$ cat src/rtl/con_dump_ctrl.sv
// con_dump_ctrl: walks a word range of vector data memory over the controller
// port, streams each word out MSB byte first on a valid/ready byte interface,
// then writes a completion status word into the protocol mailbox.
module con_dump_ctrl #(
  parameter int                  ADDR_BITS   = 14,
  parameter logic [ADDR_BITS-1:0] STATUS_ADDR = 14'h200F,
  parameter logic [7:0]          STATUS_TAG  = 8'hA5
) (
  input  logic                 con_clk,
  input  logic                 nrst,
  input  logic                 start,
  input  logic [ADDR_BITS-1:0] start_addr,
  input  logic [ADDR_BITS-1:0] word_count,
  input  logic                 abort,
  output logic [ADDR_BITS-1:0] con_addr,
  output logic [3:0]           con_write,
  output logic [31:0]          con_in,
  input  logic [31:0]          con_out,
  output logic [7:0]           tx_data,
  output logic                 tx_valid,
  input  logic                 tx_ready,
  output logic                 busy,
  output logic                 done
);

  typedef enum logic [2:0] {
    IDLE   = 3'd0,
    RD     = 3'd1,
    CAP    = 3'd2,
    SEND   = 3'd3,
    STATUS = 3'd4,
    DONE   = 3'd5
  } state_t;

  // Top address bit selects the mailbox region; the dump only covers core memory.
  localparam logic [ADDR_BITS-1:0] CORE_MASK = {1'b0, {(ADDR_BITS-1){1'b1}}};

  state_t                 state_q, state_d;
  logic [ADDR_BITS-1:0]   cur_addr;
  logic [ADDR_BITS-1:0]   remaining;
  logic [ADDR_BITS-1:0]   sent;
  logic [1:0]             byte_cnt;
  logic                   abort_pend;
  logic [31:0]            shreg;
  logic                   hs;
  logic                   word_end;
  logic                   last_word;

  assign hs        = (state_q == SEND) && tx_ready;
  assign word_end  = hs && (byte_cnt == 2'd3);
  // A live abort coinciding with the final byte still ends after this word.
  assign last_word = (remaining == {{(ADDR_BITS-1){1'b0}}, 1'b1}) || abort_pend || abort;

  // State register.
  always_ff @(posedge con_clk or negedge nrst) begin
    if (!nrst) state_q <= IDLE;
    else       state_q <= state_d;
  end

  // Next-state decode.
  always_comb begin
    state_d = state_q;
    case (state_q)
      IDLE:   if (start) state_d = (word_count == '0) ? STATUS : RD;
      RD:     state_d = CAP;
      CAP:    state_d = SEND;
      SEND:   if (word_end) state_d = last_word ? STATUS : RD;
      STATUS: state_d = DONE;
      DONE:   state_d = IDLE;
      default: state_d = IDLE;
    endcase
  end

  // Transfer bookkeeping: address, word counters, byte counter, pending abort.
  always_ff @(posedge con_clk or negedge nrst) begin
    if (!nrst) begin
      cur_addr   <= '0;
      remaining  <= '0;
      sent       <= '0;
      byte_cnt   <= 2'd0;
      abort_pend <= 1'b0;
    end else if (state_q == IDLE) begin
      if (start) begin
        cur_addr   <= start_addr & CORE_MASK;
        remaining  <= word_count;
        sent       <= '0;
        byte_cnt   <= 2'd0;
        abort_pend <= 1'b0;
      end
    end else begin
      if (abort) abort_pend <= 1'b1;
      if (hs)    byte_cnt   <= byte_cnt + 2'd1;
      if (word_end) begin
        sent      <= sent + 1'b1;
        remaining <= remaining - 1'b1;
        cur_addr  <= (cur_addr + 1'b1) & CORE_MASK;
      end
    end
  end

  // Byte shifter: loaded from memory in CAP, advanced one byte per handshake.
  always_ff @(posedge con_clk) begin
    if (state_q == CAP) shreg <= con_out;
    else if (hs)        shreg <= {shreg[23:0], 8'h00};
  end

  // Outputs decoded from registered state only.
  always_comb begin
    con_addr  = '0;
    con_write = 4'h0;
    con_in    = 32'h0;
    tx_data   = 8'h00;
    tx_valid  = 1'b0;
    busy      = (state_q != IDLE);
    done      = (state_q == DONE);
    case (state_q)
      RD, CAP: con_addr = cur_addr;
      SEND: begin
        tx_valid = 1'b1;
        tx_data  = shreg[31:24];
      end
      STATUS: begin
        con_addr  = STATUS_ADDR;
        con_write = 4'hF;
        con_in    = {STATUS_TAG, {(24-ADDR_BITS){1'b0}}, sent};
      end
      default: ;
    endcase
  end

endmodule

$ cat config.mk
export PLATFORM = sky130hd
export DESIGN_NAME = con_dump_ctrl
export DESIGN_NICKNAME = d
export VERILOG_FILES = /design/src/rtl/con_dump_ctrl.sv
export SDC_FILE = /design/constraint.sdc
export NUM_CORES = 1
export LEC_CHECK = 0
export CORE_ASPECT_RATIO = 2
export CORE_MARGIN = 2
export CORE_UTILIZATION = 47
export CTS_CLUSTER_SIZE = 14
export DETAILED_ROUTE_END_ITERATION = 16
export DONT_BUFFER_PORTS = 1
export GPL_TIMING_DRIVEN = 0
export PLACE_DENSITY = 0.6
export SLEW_MARGIN = 10
export SYNTH_ARGS = -nofsm -noshare
export SYNTH_HDL_FRONTEND = slang
export SYNTH_SLANG_ARGS = --single-unit
$ cat constraint.sdc
create_clock -name con_clk -period 3.7 [get_ports con_clk]
set_input_delay 0.74 -clock con_clk [delete_from_list [all_inputs] [get_ports con_clk]]
set_output_delay 0.74 -clock con_clk [all_outputs]
set_load 0.005 [all_outputs]
==> flow_summary.toml <==
[synth]
seq_area_frac_synth = 0.4713
postSynthAreaPerCell_um2 = 10.47
async_reset_ff_frac = 0.5949
synth_seq_cells = 79
synthCells = 433
yosys_warnings = 0
yosys.cell_types.count = 64
dominantRegCellSynth = "dfrtp_1"
synth_area_mm2 = 0.004534
synth_edf_count = 32

[cells_and_area]
fin_nets = 527
mostFrequentLayoutCell = "dfrtp_1"
layout_common_cells = "dfrtp_1 (47), edfxtp_1 (32), nor2_1 (30), and2_1 (30), nand2_1 (28)"
antenna_cells = 0
n_fill_cell = 868
drive_gt1_frac = 0.2229
syn_to_final_growth_pct = 10.95
final_util = 0.5361
final_area_mm2 = 0.005031

[outcome]
status = "complete, no violations"

[power]
clkPwrFrac = 0.236
switchingPower_mw = 1.395
p_int_mw = 2.577
p_seq_frac = 0.418
p_per_area_mw_per_mm2 = 789.5
swShare = 0.3512
combinationalPowerShare = 0.346
leakagePower_nw = 2.194
ir_drop_uv = 604.4
finalPower_mw = 3.972

[sta]
setup_ws_ns = 0.8983
fin_setup_tns_ns = 0
hold_viol = 0
drv_slew = 0
clock.fmax_mhz = 356.9
slew_headroom = 0.5000
finalSetupViolCount = 0
tightest_slew_ns = 0.7500
finClkSkew_ns = 0.006621
fin_crit_ns = 2.802
period_share = 0.7572
rsz0062_at_grt = "false"

[global_route]
grt_pass1_vias = 3460
grt_start_max_net_pins = 48
grt_overflow = 0
antenna_found_initial = 0
grt_pass1_wl_mm = 17.43
grt_usage = 0.2189

[die]
initial_utilization = 0.4832
coreArea_mm2 = 0.009384
ios = 126
dieArea_mm2 = 0.01050
die_width_um = 73.46
num_rows = 50
chipHeight_um = 142.9

[critical_path]
path_buf_inv = 3
start_kind = "flip-flop"
path_cells = "buf_4 -> nor2_1 -> and2_1 -> clkbuf_1 -> buf_4"
crit_slowest_cell = "clkbuf_1"
rrSetupSlack_ns = 1.31
reg2reg_to = "shreg[2]"
critPathRequiredTime_ns = 2.96
cp_top_family = "buffers and inverters"
timing.rr.start = "state_q[1]"
crit_top_cell = "buf_4"
crit_type = "flip-flop to output port"
end_kind = "output port"
cpPeakStageDelay_ns = 0.42
critPathArrivalTime_ns = 2.06
rr_worst_depth = 4
cp_max_fo = 13

[clocking]
clkSinkCount = 79
cts_resized = 0
cts_root_buffer = "clkbuf_16"
cts_buffers = 9
clk_latency_ns = 0.33
post_cts_buffers = 0
htreeDepth = 3
clockBufferDepth = 2
cts-hold-fix-buffers = 0
cts_tree = "done"
path_clk_slew_ns = 0.06

[hold_path]
hp-class = "primary input to asynchronous set/reset pin"

[place]
hpwl_mm = 8.289
place_area_mm2 = 0.004716
gp_congestion = 0.8545
portBuffers = 0
dp_worst_setup_slack_ns = 1.233

[detailed_routing]
drt_wl_total_mm = 11.11
drt_iter0_drc = 202
vias_per_cell = 6.019
firstDrtPassIters = 4
drtAntennaViolNets = 0
wl_per_cell_um = 19.63
num_vias = 3407
drcViolationCount = 0

[run]
maxCapViolCount = 0
logic make-up (layout without fill, tap and decap cells):
kind of cell             count (synthesis)  after routing  synth area share
AND/OR/NAND/NOR                        181            181            0.2472
AO/OA/AOI/OAI                           85             85            0.1220
flip-flops                              79             79            0.4713
buffers and inverters                   49             65           0.06677
multiplexers                            28             28           0.06843
adder cells (fa/ha/maj)                  5              5           0.01380
XOR/XNOR                                 5              5          0.009660
other                                    1             14         0.0008270
final cells by class:
class | instances | area, um2 | area share
plain buffers | 43 | 277.8 | 0.05521
flip-flops and latches | 79 | 2137 | 0.4248
well taps | 104 | 130.1 | 0.02586
clock buffers | 10 | 229.0 | 0.04551
inverters | 6 | 25.02 | 0.004974
multi-input cells | 318 | 2146 | 0.4265
clock inverters | 6 | 86.33 | 0.01716
worst max path at each step:
stage	from	to	slack, ns	depth (start not counted)
CTS	state_q[1]	con_in[24]	0.86	5
detailed placement	state_q[1]	con_in[24]	1.23	5
global placement	state_q[1]	shreg[28]	0.87	4
floorplan	state_q[1]	shreg[0]	1.36	4
global route	state_q[1]	con_in[29]	0.77	5
finish	state_q[1]	con_in[24]	0.90	5
cell usage after synthesis (11+ instances only):
library cell / count / area share
and3_1: 22 / 0.030
o21ai_0: 19 / 0.021
dfrtp_1: 47 / 0.26
nand2_1: 28 / 0.023
edfxtp_1: 32 / 0.21
mux2_2: 24 / 0.060
nand3_1: 14 / 0.015
a21oi_1: 19 / 0.021
buf_4: 27 / 0.045
nor2_1: 30 / 0.025
nor3_1: 11 / 0.012
and2_1: 30 / 0.041
per-stage QoR:
| step | cells | hold slack, ns |
|---|---|---|
| floorplan | 446 | 0.4372 |
| global placement | 550 | 0.4457 |
| detailed placement | 550 | 0.4461 |
| CTS | 566 | 0.08303 |
| global route | 566 | 0.07965 |
| finish | 566 | 0.09393 |
registers in the layout, summed over array words and instances (netlist names):
name	cells
remaining	14
state_q	3
byte_cnt	2
sent	14
shreg	32
abort_pend	1
cur_addr	13
worst register-to-register path, stage by stage (launching register included):
cell      delay [ns]
dfrtp_1         0.40
buf_4           0.21
nor3b_2         0.46
clkbuf_2        0.30
nand2b_2        0.64
routing by layer:
layer  up-vias  wire length [um]  global-route usage
met1      1664              3970              0.2299
met4         0               386              0.1110
met5         -                 0                   0
met2       118              6081              0.3882
li1       1601                 -                   -
met3        24               670             0.05646
power groups by stage:
stage               Clock, mW  Combinational (mW)  Sequential [mW]
floorplan                   0                1.11             1.60
global placement            0                1.35             1.66
detailed placement          0                1.40             1.67
CTS                     0.958                1.40             1.66
global route            0.989                1.54             1.71
finish                  0.939                1.37             1.66
Power figures use the tool's default switching activity.
